===== config.mk =====
export PLATFORM = sky130hd
export DESIGN_NAME = plugboard_table_flat
export DESIGN_NICKNAME = d
export VERILOG_FILES = /design/src/rtl/plugboard_pkg.sv /design/src/rtl/plugboard_if.sv /design/src/rtl/plugboard_lookup.sv /design/src/rtl/plugboard_table.sv /design/src/flat_wrapper.sv
export SDC_FILE = /design/constraint.sdc
export NUM_CORES = 2
export LEC_CHECK = 0
export CAP_MARGIN = 20
export CORE_ASPECT_RATIO = 1.2
export CORE_MARGIN = 5
export CORE_UTILIZATION = 45
export DETAILED_ROUTE_END_ITERATION = 10
export PLACE_DENSITY = 0.65
export SKIP_LAST_GASP = 1
export SLEW_MARGIN = 30
export SYNTH_ARGS = -nofsm -noshare
export SYNTH_HDL_FRONTEND = slang
export SYNTH_SLANG_ARGS = --single-unit

===== constraint.sdc =====
create_clock -name CLOCK_50 -period 3.8 [get_ports CLOCK_50]
set_input_delay 0.38 -clock CLOCK_50 [delete_from_list [all_inputs] [get_ports CLOCK_50]]
set_output_delay 0.38 -clock CLOCK_50 [all_outputs]
set_load 0.02 [all_outputs]

===== src/rtl/plugboard_pkg.sv =====
// plugboard_pkg: shared types and helpers for the plugboard table.
//   ALPHABET_DEFAULT : one-hot letter width (bit 0 = A)
//   slot_t           : one pair slot {valid, a, b}
//   state_t          : programming FSM states
//   is_onehot()      : exactly-one-bit-set test for a letter
package plugboard_pkg;

  localparam int unsigned ALPHABET_DEFAULT = 26;

  typedef struct packed {
    logic                        valid;
    logic [ALPHABET_DEFAULT-1:0] a;
    logic [ALPHABET_DEFAULT-1:0] b;
  } slot_t;

  typedef enum logic {
    WAIT_FIRST,
    WAIT_SECOND
  } state_t;

  function automatic logic is_onehot(input logic [ALPHABET_DEFAULT-1:0] v);
    return (v != '0) && ((v & (v - 1'b1)) == '0);
  endfunction

endpackage


===== src/rtl/plugboard_if.sv =====
// plugboard_if: programming and lookup signals of the plugboard table.
//   clear        : synchronous table clear (master -> slave)
//   prog_valid/prog_ready/prog_letter : one-letter programming handshake
//   prog_error   : one-cycle reject pulse (slave -> master)
//   in_valid/in  : lookup request; out_valid/out : registered translation
//   pair_count   : number of occupied slots
interface plugboard_if #(
  parameter int unsigned ALPHABET = 26,
  parameter int unsigned CNT_W    = 4
);
  logic                clear;
  logic                prog_valid;
  logic                prog_ready;
  logic [ALPHABET-1:0] prog_letter;
  logic                prog_error;
  logic                in_valid;
  logic [ALPHABET-1:0] in;
  logic                out_valid;
  logic [ALPHABET-1:0] out;
  logic [CNT_W-1:0]    pair_count;

  modport master (
    output clear, prog_valid, prog_letter, in_valid, in,
    input  prog_ready, prog_error, out_valid, out, pair_count
  );

  modport slave (
    input  clear, prog_valid, prog_letter, in_valid, in,
    output prog_ready, prog_error, out_valid, out, pair_count
  );
endinterface


===== src/rtl/plugboard_lookup.sv =====
// plugboard_lookup: combinational search of the slot array.
//   slots      : pair table (valid, a, b per slot)
//   letter_in  : one-hot letter to translate
//   letter_out : partner letter if plugged, otherwise letter_in unchanged
// Letters that are not exactly one-hot always pass through.
module plugboard_lookup
  import plugboard_pkg::*;
#(
  parameter int unsigned ALPHABET  = ALPHABET_DEFAULT,
  parameter int unsigned MAX_PAIRS = 10
) (
  input  slot_t [MAX_PAIRS-1:0] slots,
  input  logic  [ALPHABET-1:0]  letter_in,
  output logic  [ALPHABET-1:0]  letter_out
);

  // Slots are disjoint, so at most one slot can match.
  always_comb begin
    letter_out = letter_in;
    if (is_onehot(letter_in)) begin
      for (int unsigned i = 0; i < MAX_PAIRS; i++) begin
        if (slots[i].valid) begin
          if (letter_in == slots[i].a)      letter_out = slots[i].b;
          else if (letter_in == slots[i].b) letter_out = slots[i].a;
        end
      end
    end
  end

endmodule


===== src/rtl/plugboard_table.sv =====
// plugboard_table: programmable Enigma plugboard with MAX_PAIRS swap slots.
//   CLOCK_50 : system clock, rising edge
//   reset    : asynchronous active-low reset
//   bus      : plugboard_if.slave (clear, programming handshake, lookup, pair_count)
// Lookup is registered (1-cycle latency) against the table as it was before
// any same-cycle commit or clear.
// Optional: define PLUGBOARD_UNPLUG_EN to let a plugged letter offered in
// WAIT_FIRST remove its pair instead of being rejected.
module plugboard_table
  import plugboard_pkg::*;
#(
  parameter int unsigned ALPHABET  = ALPHABET_DEFAULT,
  parameter int unsigned MAX_PAIRS = 10,
  parameter int unsigned CNT_W     = $clog2(MAX_PAIRS + 1)
) (
  input logic        CLOCK_50,
  input logic        reset,
  plugboard_if.slave bus
);

  state_t                state_q, state_d;
  logic [ALPHABET-1:0]   first_q, first_d;
  slot_t [MAX_PAIRS-1:0] slots_q, slots_d;
  logic [CNT_W-1:0]      count_q, count_d;
  logic [ALPHABET-1:0]   out_q, out_d;
  logic                  out_valid_q, out_valid_d;
  logic                  prog_error_q, prog_error_d;

  logic [ALPHABET-1:0]   lookup_out;
  logic [ALPHABET-1:0]   plugged;
  logic                  full, accept, letter_ok, placed;

  plugboard_lookup #(
    .ALPHABET (ALPHABET),
    .MAX_PAIRS(MAX_PAIRS)
  ) u_lookup (
    .slots     (slots_q),
    .letter_in (bus.in),
    .letter_out(lookup_out)
  );

  always_comb begin
    plugged = '0;
    for (int unsigned i = 0; i < MAX_PAIRS; i++) begin
      if (slots_q[i].valid) plugged = plugged | slots_q[i].a | slots_q[i].b;
    end
  end

  assign full = (count_q == CNT_W'(MAX_PAIRS));

`ifdef PLUGBOARD_UNPLUG_EN
  // WAIT_SECOND always has a free slot, and WAIT_FIRST must stay open for unplugging.
  assign bus.prog_ready = 1'b1;
`else
  assign bus.prog_ready = (state_q == WAIT_SECOND) || !full;
`endif

  assign accept    = bus.prog_valid && bus.prog_ready && !bus.clear;
  assign letter_ok = is_onehot(bus.prog_letter) && ((bus.prog_letter & plugged) == '0);

  always_comb begin
    state_d      = state_q;
    first_d      = first_q;
    slots_d      = slots_q;
    count_d      = count_q;
    prog_error_d = 1'b0;
    placed       = 1'b0;
    out_valid_d  = bus.in_valid;
    out_d        = bus.in_valid ? lookup_out : out_q;

    if (bus.clear) begin
      state_d = WAIT_FIRST;
      first_d = '0;
      slots_d = '0;
      count_d = '0;
    end else if (accept) begin
      case (state_q)
        WAIT_FIRST: begin
          // The full check only matters when ready is forced high for unplugging.
          if (letter_ok && !full) begin
            first_d = bus.prog_letter;
            state_d = WAIT_SECOND;
          end
`ifdef PLUGBOARD_UNPLUG_EN
          else if (is_onehot(bus.prog_letter) && ((bus.prog_letter & plugged) != '0)) begin
            for (int unsigned i = 0; i < MAX_PAIRS; i++) begin
              if (slots_q[i].valid &&
                  ((slots_q[i].a == bus.prog_letter) || (slots_q[i].b == bus.prog_letter)))
                slots_d[i].valid = 1'b0;
            end
            count_d = count_q - 1'b1;
          end
`endif
          else begin
            prog_error_d = 1'b1;
          end
        end
        WAIT_SECOND: begin
          if (letter_ok && (bus.prog_letter != first_q)) begin
            for (int unsigned i = 0; i < MAX_PAIRS; i++) begin
              if (!placed && !slots_q[i].valid) begin
                slots_d[i] = '{valid: 1'b1, a: first_q, b: bus.prog_letter};
                placed     = 1'b1;
              end
            end
            count_d = count_q + 1'b1;
          end else begin
            prog_error_d = 1'b1;
          end
          state_d = WAIT_FIRST;
          first_d = '0;
        end
        default: state_d = WAIT_FIRST;
      endcase
    end
  end

  always_ff @(posedge CLOCK_50 or negedge reset) begin
    if (!reset) begin
      state_q      <= WAIT_FIRST;
      first_q      <= '0;
      slots_q      <= '0;
      count_q      <= '0;
      out_q        <= '0;
      out_valid_q  <= 1'b0;
      prog_error_q <= 1'b0;
    end else begin
      state_q      <= state_d;
      first_q      <= first_d;
      slots_q      <= slots_d;
      count_q      <= count_d;
      out_q        <= out_d;
      out_valid_q  <= out_valid_d;
      prog_error_q <= prog_error_d;
    end
  end

  assign bus.out        = out_q;
  assign bus.out_valid  = out_valid_q;
  assign bus.prog_error = prog_error_q;
  assign bus.pair_count = count_q;

endmodule


===== src/flat_wrapper.sv =====
// flat-port wrapper written by rule: the top's interface ports become plain ports
module plugboard_table_flat import plugboard_pkg::*;
#(
  parameter int unsigned ALPHABET  = ALPHABET_DEFAULT,
  parameter int unsigned MAX_PAIRS = 10,
  parameter int unsigned CNT_W     = $clog2(MAX_PAIRS + 1)
)
  (CLOCK_50, reset, bus_clear, bus_prog_valid, bus_prog_letter, bus_in_valid, bus_in, bus_prog_ready, bus_prog_error, bus_out_valid, bus_out, bus_pair_count);
  plugboard_if #(.ALPHABET(ALPHABET), .CNT_W(CNT_W)) bus_i ();
  input logic CLOCK_50;
  input logic reset;
  input wire logic [$bits(bus_i.clear)-1:0] bus_clear;
  input wire logic [$bits(bus_i.prog_valid)-1:0] bus_prog_valid;
  input wire logic [$bits(bus_i.prog_letter)-1:0] bus_prog_letter;
  input wire logic [$bits(bus_i.in_valid)-1:0] bus_in_valid;
  input wire logic [$bits(bus_i.in)-1:0] bus_in;
  output wire logic [$bits(bus_i.prog_ready)-1:0] bus_prog_ready;
  output wire logic [$bits(bus_i.prog_error)-1:0] bus_prog_error;
  output wire logic [$bits(bus_i.out_valid)-1:0] bus_out_valid;
  output wire logic [$bits(bus_i.out)-1:0] bus_out;
  output wire logic [$bits(bus_i.pair_count)-1:0] bus_pair_count;
  assign bus_i.clear = bus_clear;
  assign bus_i.prog_valid = bus_prog_valid;
  assign bus_i.prog_letter = bus_prog_letter;
  assign bus_i.in_valid = bus_in_valid;
  assign bus_i.in = bus_in;
  assign bus_prog_ready = bus_i.prog_ready;
  assign bus_prog_error = bus_i.prog_error;
  assign bus_out_valid = bus_i.out_valid;
  assign bus_out = bus_i.out;
  assign bus_pair_count = bus_i.pair_count;
  plugboard_table #(.ALPHABET(ALPHABET), .MAX_PAIRS(MAX_PAIRS), .CNT_W(CNT_W)) u_core (.CLOCK_50(CLOCK_50), .reset(reset), .bus(bus_i));
endmodule

==> results.md <==
* Status: complete, no violations
* Final WS setup at 0.0116 ns
* Worst Tran Pin Value at 1.04 ns
* Synth Instances at 4,634
* Clock Skews at 0.0377 ns
* Initial antenna violation count at 2
* Setup crit start kind: register
* Largest family of logic cells by synthesized area: simple AND/OR/NAND/NOR gates
* Num CTS Buffers at 72
* Synthesized area at 41,800 µm²
* Site row count at 122
* Final HPWL DP at 164 mm
* Seq pwr share at 0.411
* Maximum VDD drop at 0.259 mV
* Adder-cell share of the synthesized area at 0.00228
* Sw power at 4300 µW
* Clock buffer depth at 3
* Final core occ at 0.549
* Max Transition Viols Final at 0
* First-pass GRT wire length at 294 mm
* Non-filler cells, final at 6,286
* CTS sink count at 589
* Antenna viol nets, final at 0
* Synth top cells by count: dfrtp_1, mux2i_1, nor2_1
* Post-synth top area share at 0.353
* Total GRT Usage at 0.413
* CTS tree: done
* DR pass1 iterations at 6
* Clk Tree Root Cell: clkbuf_16
* Syn_area_per_cell at 9.02 µm²
* Max Clk Rate at 264 MHz
* Critical Path Source: u_core.slots_q[476]$_DFFE_PN0P_
* Post-synthesis sequential area ratio at 0.353
* Via-per-instance ratio at 6.49
* Lkg Pwr at 0.0218 µW
* Total Nets Final at 5,052
* Synth Area in Compound Gates at 0.165
* GP Congestion at 1.08
* Clock transition at path regs at 0.06 ns
* Max-capacitance violation count at 0
* Ports at 90
* Avg WL per Cell at 33.5 µm
* Fin. Hold Viols at 0
* Total core area at 92,200 µm²
* Top-count cell post-synth: dfrtp_1
* Clock network power share at 0.468
* DIE AREA at 99,100 µm²
* Setup TNS at 0 ns
* Buffers added on ports at 89
* Share of cells above drive strength 1 at 0.181
* Clock Latency Late Sink at 0.65 ns
* Vias in the first global route at 38,790
* FILL cells at 8,584
* Internal power at 11,100 µW
* Placed insts at 6,150
* Post-synth EDFFs at 0
* CP max FO at 53
* RR Startpoint: u_core.slots_q[476]$_DFFE_PN0P_
* Arrival @ worst endpoint at 4.26 ns
* Yosys cell types at 72
* Die height at 344 µm
* Die width at 288 µm
* Syn nets at 4,693
* Initial Util at 0.453
* Post-Route WL at 211 mm
* RSZ-0062 raised after global routing: false
* DR vias at 40,779
* Largest net degree at the start of global routing at 103
* Hold Slack at 0.227 ns
* Area contributors post-synth: dfrtp_1, mux2i_1, xnor2_1, xor2_1, nand2b_1
* Combinational share of power at 0.121
* Area grow syn2layout at 21.2%
* # H-tree levels at 3
* XOR/XNOR Fraction of Synth Area at 0.115
* Final global-route overflow total at 0
* Simple-gate area share of the yosys netlist at 0.179
* CP Capture Type: register
* Setup violators final at 0
* Leading area contributor after synthesis: dfrtp_1
* Residual DRC count at 0
* Main flop type after synthesis: dfrtp_1
* Ys Warns at 0
* FFs w/ async S/R, synth at 1.00
* Pwr Density at 304 nW/µm²
* Initial detailed-routing violation count at 5,892
* Switching Fraction at 0.279
* Post-synthesis mux area share at 0.132
* Setup CP Type: reg -> reg
* Slew margin rel. at 0.298
* Tmin final at 3.79 ns
* Critical Path RT at 4.28 ns
* Synthesized flop and latch total at 589
* Dpl ws at -0.368 ns
* Worst hold path type: in -> async
* Fin crit share at 0.997
[placed cells by master, fill, tap and decap left out, types with 27 or more instances in the layout]
cell,count
a21oi_1,126
a22oi_1,52
a31oi_1,40
and2_1,28
buf_12,85
buf_4,556
clkbuf_16,76
clkdlybuf4s50_1,61
dfrtp_1,585
inv_1,41
mux2i_1,522
nand2_1,85
nand2b_1,328
nand3_1,78
nand3b_1,27
nand4_1,136
nor2_1,363
nor2b_1,40
nor3_1,84
nor4_1,74
o211ai_1,28
o21ai_0,329
o21ai_1,31
o221ai_1,85
o22a_1,49
o22ai_1,42
o31ai_1,72
or2_2,37
or3_1,42
xnor2_1,290
xor2_1,261
[power by group through the flow]
stage / clock [µW] / combinational, µW / sequential [µW]
finish: 7220 / 1860 / 6340
global route: 7510 / 1910 / 6340
CTS: 7280 / 1820 / 6340
detailed placement: 0 / 1810 / 6460
global placement: 0 / 1810 / 6460
floorplan: 0 / 741 / 6490
[per-layer routing]
layer,track usage,routed length [µm],share of wire,vias up
li1,-,-,-,17309
met1,0.532,80600,0.38,20301
met2,0.601,88100,0.42,2592
met3,0.0927,20700,0.098,575
met4,0.316,21200,0.10,2
met5,0,11,0.000052,-
[final timing paths]
kind	endpoint	slack [ns]	cells after the start
worst max-delay path	u_core.slots_q[117]$_DFFE_PN0P_	0.01	15
worst min-delay path	u_core.slots_q[466]$_DFFE_PN0P_	0.23	2
worst max register to register	u_core.slots_q[117]$_DFFE_PN0P_	0.01	15
worst min register to register	u_core.slots_q[6]$_DFFE_PN0P_	0.59	2
max in group asynchronous	u_core.bus.pair_count[3]$_DFFE_PN0P_	2.33	4
min in group CLOCK_50	u_core.bus.out_valid$_DFF_PN0_	0.26	1
[cell type report]
cell class | count | area [µm²] | area share
Antenna cell | 1 | 2.50 | 0.0000494
Tap cell | 1240 | 1550 | 0.0306
Clock inverter | 27 | 244 | 0.00482
Sequential cell | 589 | 14700 | 0.291
Inverter | 45 | 169 | 0.00333
Timing Repair Buffer | 737 | 6750 | 0.133
Clock buffer | 99 | 2160 | 0.0426
Multi-Input combinational cell | 3548 | 25000 | 0.494
[logic make-up (layout without fill, tap and decap cells)]
| group | count (synthesis) | count (layout) |
|---|---|---|
| DFF | 589 | 589 |
| buffers and inverters | 497 | 908 |
| adders and majority gates | 9 | 9 |
| other | 0 | 1 |
| and+or+nand+nor | 1386 | 1386 |
| AOI/OAI and AO/OA | 1055 | 1055 |
| muxes | 547 | 547 |
| xor gates and xnor gates | 551 | 551 |
[critical path, stage by stage, from the launching register on]
cell	delay, ns
dfrtp_4	0.54
buf_6	0.19
buf_4	0.16
o21ai_0	0.28
nand4_1	0.18
o31ai_1	0.26
buf_4	0.18
nand4_1	0.15
nor4_2	0.21
buf_4	0.19
nand4_1	0.13
buf_6	0.21
nor2_4	0.23
nand4_1	0.19
buf_12	0.30
mux2i_1	0.18
[sequential cells by signal (all words and copies together), names as in the netlist]
name	count
u_core.bus.out	26
u_core.bus.out_valid	1
u_core.bus.pair_count	4
u_core.bus.prog_error	1
u_core.first_q	26
u_core.slots_q	530
u_core.state_q	1
[per-stage QoR]
step	power (µW)	area (µm²)
global placement	8260	48000
floorplan	7230	41800
global route	15800	50700
CTS	15400	50500
finish	15400	50700
detailed placement	8270	48000
[repair_timing]
action | in CTS | in global routing
setup buffers | 0 | 6
hold endpoints to repair | 93 | 0
pin swaps | 1 | 7
setup endpoints to repair | 245 | 539
hold buffers | 1 | 0
gates resized for setup | 8 | 28
gates cloned | 0 | 1
No activity file was read; power rests on OpenSTA's default activity.
